===== src/rtl/fifo_pkg.sv =====
// Shared helpers for the sync_fifo slice: pointer/address width and
// elaboration-time legality checks on the FIFO parameters.
package fifo_pkg;

    function automatic int addr_w(input int depth);
        return (depth > 1) ? $clog2(depth) : 1;
    endfunction

    function automatic bit is_pow2(input int v);
        return (v >= 2) && ((v & (v - 1)) == 0);
    endfunction

    function automatic bit af_legal(input int af, input int depth);
        return (af >= 1) && (af <= depth);
    endfunction

    function automatic bit ae_legal(input int ae, input int depth);
        return (ae >= 0) && (ae < depth);
    endfunction

    function automatic bit params_legal(input int dw, input int depth,
                                        input int af, input int ae);
        return (dw >= 1) && is_pow2(depth) && af_legal(af, depth) && ae_legal(ae, depth);
    endfunction

endpackage


===== src/rtl/fifo_mem.sv =====
// FIFO storage array: one synchronous write port, one asynchronous read port.
// Kept separate so it can be replaced by a hard macro.
module fifo_mem #(
    parameter int DW = 8,
    parameter int DEPTH = 8,
    parameter int AW = 3
) (
    input  logic          clk,
    input  logic          we,
    input  logic [AW-1:0] waddr,
    input  logic [DW-1:0] wdata,
    input  logic [AW-1:0] raddr,
    output logic [DW-1:0] rdata
);

    logic [DW-1:0] mem [DEPTH];

    always_ff @(posedge clk) begin
        if (we) begin
            mem[waddr] <= wdata;
        end
    end

    assign rdata = mem[raddr];

endmodule


===== src/rtl/sync_fifo.sv =====
// Parametrised single-clock show-ahead FIFO with occupancy count,
// almost-full/almost-empty thresholds and sticky overflow/underflow flags.
module sync_fifo
    import fifo_pkg::*;
#(
    parameter int DW = 8,
    parameter int DEPTH = 8,
    parameter int AF_THRESH = DEPTH - 1,
    parameter int AE_THRESH = 1
) (
    input  logic                     clk,
    input  logic                     rst,
    input  logic                     push,
    input  logic [DW-1:0]            data_wr,
    input  logic                     pop,
    input  logic                     clr_err,
    output logic [DW-1:0]            data_rd,
    output logic                     empty,
    output logic                     full,
    output logic                     almost_empty,
    output logic                     almost_full,
    output logic [addr_w(DEPTH):0]   count,
    output logic                     overflow,
    output logic                     underflow
);

    localparam int AW = addr_w(DEPTH);
    localparam logic [AW:0] DEPTH_C = (AW+1)'(DEPTH);
    localparam logic [AW:0] AF_C    = (AW+1)'(AF_THRESH);
    localparam logic [AW:0] AE_C    = (AW+1)'(AE_THRESH);
    localparam logic [AW:0] ONE     = (AW+1)'(1);

    if (!params_legal(DW, DEPTH, AF_THRESH, AE_THRESH)) begin : g_bad_params
        $error("sync_fifo: illegal DW/DEPTH/threshold combination");
    end

    logic [AW:0] wrptr;
    logic [AW:0] rdptr;
    logic [AW:0] count_next;
    logic        wr_en;
    logic        rd_en;

    // Accept decisions use the registered flags, so push/pop never reach an output combinationally.
    assign wr_en = push & ~full;
    assign rd_en = pop & ~empty;

    always_comb begin
        count_next = count + (AW+1)'(wr_en) - (AW+1)'(rd_en);
    end

    always_ff @(posedge clk) begin
        if (rst) begin
            wrptr        <= '0;
            rdptr        <= '0;
            count        <= '0;
            empty        <= 1'b1;
            full         <= 1'b0;
            almost_empty <= 1'b1;
            almost_full  <= 1'b0;
            overflow     <= 1'b0;
            underflow    <= 1'b0;
        end else begin
            if (wr_en) begin
                wrptr <= wrptr + ONE;
            end
            if (rd_en) begin
                rdptr <= rdptr + ONE;
            end
            count        <= count_next;
            empty        <= (count_next == '0);
            full         <= (count_next == DEPTH_C);
            almost_empty <= (count_next <= AE_C);
            almost_full  <= (count_next >= AF_C);
            // A new error in the clearing cycle wins over the clear.
            overflow     <= (overflow & ~clr_err) | (push & full);
            underflow    <= (underflow & ~clr_err) | (pop & empty);
        end
    end

    fifo_mem #(
        .DW    (DW),
        .DEPTH (DEPTH),
        .AW    (AW)
    ) u_mem (
        .clk   (clk),
        .we    (wr_en),
        .waddr (wrptr[AW-1:0]),
        .wdata (data_wr),
        .raddr (rdptr[AW-1:0]),
        .rdata (data_rd)
    );

`ifdef FORMAL
    a_count_ptr: assert property (@(posedge clk) disable iff (rst) count == wrptr - rdptr);
    a_not_full_empty: assert property (@(posedge clk) disable iff (rst) !(full && empty));
    a_wr_adv: assert property (@(posedge clk) disable iff (rst) wr_en |=> wrptr == $past(wrptr) + ONE);
    a_rd_adv: assert property (@(posedge clk) disable iff (rst) rd_en |=> rdptr == $past(rdptr) + ONE);
    a_ovf_sticky: assert property (@(posedge clk) disable iff (rst) overflow && !clr_err |=> overflow);
    a_unf_sticky: assert property (@(posedge clk) disable iff (rst) underflow && !clr_err |=> underflow);
`endif

endmodule


===== config.mk =====
export PLATFORM = sky130hd
export DESIGN_NAME = sync_fifo
export DESIGN_NICKNAME = d
export VERILOG_FILES = /design/src/rtl/fifo_pkg.sv /design/src/rtl/fifo_mem.sv /design/src/rtl/sync_fifo.sv
export SDC_FILE = /design/constraint.sdc
export NUM_CORES = 1
export LEC_CHECK = 0
export CORE_MARGIN = 2
export CORE_UTILIZATION = 50
export DETAILED_ROUTE_END_ITERATION = 8
export GPL_TIMING_DRIVEN = 1
export PLACE_DENSITY = 0.83
export SLEW_MARGIN = 20
export SYNTH_ARGS = -nofsm -noshare
export SYNTH_HDL_FRONTEND = slang
export SYNTH_HIERARCHICAL = 1
export SYNTH_SLANG_ARGS = --single-unit

===== constraint.sdc =====
create_clock -name clk -period 2.9 [get_ports clk]
set_input_delay 0.725 -clock clk [delete_from_list [all_inputs] [get_ports clk]]
set_output_delay 0.725 -clock clk [all_outputs]
set_load 0.05 [all_outputs]

==> summary.md <==
| Metric | Value |
|---|---|
| Most frequent cell after synthesis | edfxtp_1 |
| Largest net degree at the start of global routing | 17 |
| Status | complete, no violations |
| Placed Instance Area | 3670 um^2 |
| Finish-stage setup viols | 0 |
| Final Max Slew Viols | 0 |
| Mapped Area | 3220 um^2 |
| Final hold slack | 0.522 ns |
| Fmax | 359 MHz |
| Post-route minimum period | 2.78 ns |
| Worst EP required | 2.17 ns |
| WP data arrival | 2.06 ns |
| Wirelength per Cell | 17.5 um |
| Pwr/cell area | 908 nW/um^2 |
| Ys Warns | 6 |
| Total track usage | 16.8% |
| Port Buffers | 30 |
| Largest area contributor in the netlist | edfxtp_1 |
| Mapped Cells | 176 |
| Total Power | 3.52 mW |
| Clock Tree Buf Depth | 2 |
| Dpl hpwl | 3490 um |
| Tcrit/Tclk final | 95.9% |
| Worst Clk Skew | 0.00637 ns |
| Vias | 1643 |
| Dpl cells | 291 |
| First-pass GRT wire length | 8700 um |
| Final setup margin | 0.118 ns |
| Synth cell types | 34 |
| Placer Congestion | 0.760 |
| Crit start category | register |
| DR iter-0 viols | 69 |
| Syn Nets | 196 |
| R2R Setup Slk | 0.63 ns |
| Yosys reg bits | 80 |
| I/O pins | 31 |
| P_leak | 1.37 nW |
| DRT Pass-1 Iters | 4 |
| Final Hold Fails | 0 |
| Top FF cell, synth | edfxtp_1 |
| Via-per-instance ratio | 5.35 |
| Die X | 84.3 um |
| Mapped Avg Cell Area | 18.3 um^2 |
| Clock slew at reported path FFs | 0.08 ns |
| Setup CP Type | register to primary output |
| Worst setup EP type | primary output |
| Async SR Flop Fraction | 0% |
| Worst-Margin Slew | 0.602 ns |
| CTS tree | yes |
| Setup bufs post-CTS | 0 |
| Share of cells above drive strength 1 | 21.7% |
| Hold path startpoint | rdptr[2] |
| GRT Residual Overflow | 0 |
| DRC | 0 |
| Max IR drop VDD | 0.000741 V |
| CTS Buf Count | 9 |
| Number of max-cap violations | 0 |
| Root Buffer | clkbuf_8 |
| Post-CTS resize count | 0 |
| Post-synth EDFFs | 64 |
| Hold-fix buffers, CTS | 0 |
| Core area | 6280 um^2 |
| Pre-CTS setup slack | -0.173 ns |
| RSZ-0062 raised after global routing | false |
| Layout Cells excl Fill | 307 |
| Final instance area | 3880 um^2 |
| Drt total wl | 5360 um |
| H-tree depth | 3 |
| Initial antenna violation count | 0 |
| Worst Hold Endpoint | rdptr[2] |
| Setup TNS | 0 ns |
| Hold depth | 2 |
| ANT cells | 0 |
| Main area contributors after synthesis | edfxtp_1 (60%), mux4_1 (12%), dfxtp_1 (9.9%) |
| Worst Path Max Fanout | 16 |
| Register area share after synthesis | 69.6% |
| FF-to-FF path depth | 10 |
| Synth cell count leaders | edfxtp_1 (64), nor2_1 (17), dfxtp_1 (16), mux4_1 (15) |
| Utilization after layout | 61.8% |
| Critical R2R Launch | full |
| Post-route ant nets | 0 |
| Layout area overhead | 20.4% |
| Post-synth top area share | 59.7% |
| Vias in the first global route | 1754 |
| Worst min path class | register to register |
| Die ar. | 7100 um^2 |
| Slew headroom | 59.8% |
| Initial Util | 51.3% |
| Row cnt | 29 |
| Skew-Pair Late Insertion Delay | 0.35 ns |
| # clock sinks | 80 |
| Die Ht | 84.3 um |
| Worst r2r dst | almost_full |
| Nets | 245 |
cells by family (layout without fill, tap and decap cells):
family | count (synthesis) | count (layout) | share of synthesized area (%)
multiplexers | 26 | 26 | 16.3
XOR/XNOR | 6 | 6 | 1.63
buffers and inverters | 15 | 69 | 2.56
AO/OA/AOI/OAI | 9 | 9 | 2.02
AND/OR/NAND/NOR | 33 | 33 | 4.89
adder cells (fa/ha/maj) | 7 | 7 | 2.95
flip-flops | 80 | 80 | 69.6
power breakdown:
group	internal, mW	switching (mW)
Combinational	0.508	0.716
Clock	0.415	0.427
Sequential	1.38	0.0815
Total	2.30	1.22
sequential cells by signal, summed over array words and instances, names as in the netlist:
signal / cells
overflow: 1
count: 4
u_mem/mem: 64
almost_empty: 1
rdptr: 3
empty: 1
almost_full: 1
wrptr: 3
underflow: 1
full: 1
worst max-delay path by stage:
stage,startpoint,end,slack (ns)
2_1_floorplan,push,almost_full,0.34
3_3_place_gp,push,almost_full,-0.12
3_5_place_dp,push,almost_full,-0.17
4_1_cts,rdptr[0],data_rd[1],0.09
5_1_grt,rdptr[0],data_rd[1],0.04
6_report,rdptr[0],data_rd[1],0.12
cell usage in the layout (no fill, tap or decap), types with 6 or more instances in the layout:
master and count:
mux4_1 15, dfxtp_1 16, clkbuf_8 9, nor2_1 17, buf_4 22, edfxtp_1 64
clkdlybuf4s50_1 22, ha_1 6, inv_1 8, mux2_2 8
final cells by class:
class	instances	area [um^2]
fill	442	2400
timing repair buffer	45	405
inverter	8	30.0
sequential	80	2240
tap	77	96.3
clock inverter	7	85.1
multi-input combinational	81	897
clock buffer	9	124
routing by layer:
metal	GRT usage, %	vias to the layer above	part of all wire [%]
li1	-	791	-
met3	5.31	9	4.3
met1	20.7	803	43
met2	27.2	40	51
met5	0	-	0
met4	8.06	0	2.0
worst max-delay path: stages (launching register included):
cell     delay, ns
dfxtp_1       0.43
buf_12        0.20
mux4_1        0.58
mux2_2        0.30
buf_4         0.19
Power figures use the tool's default switching activity.
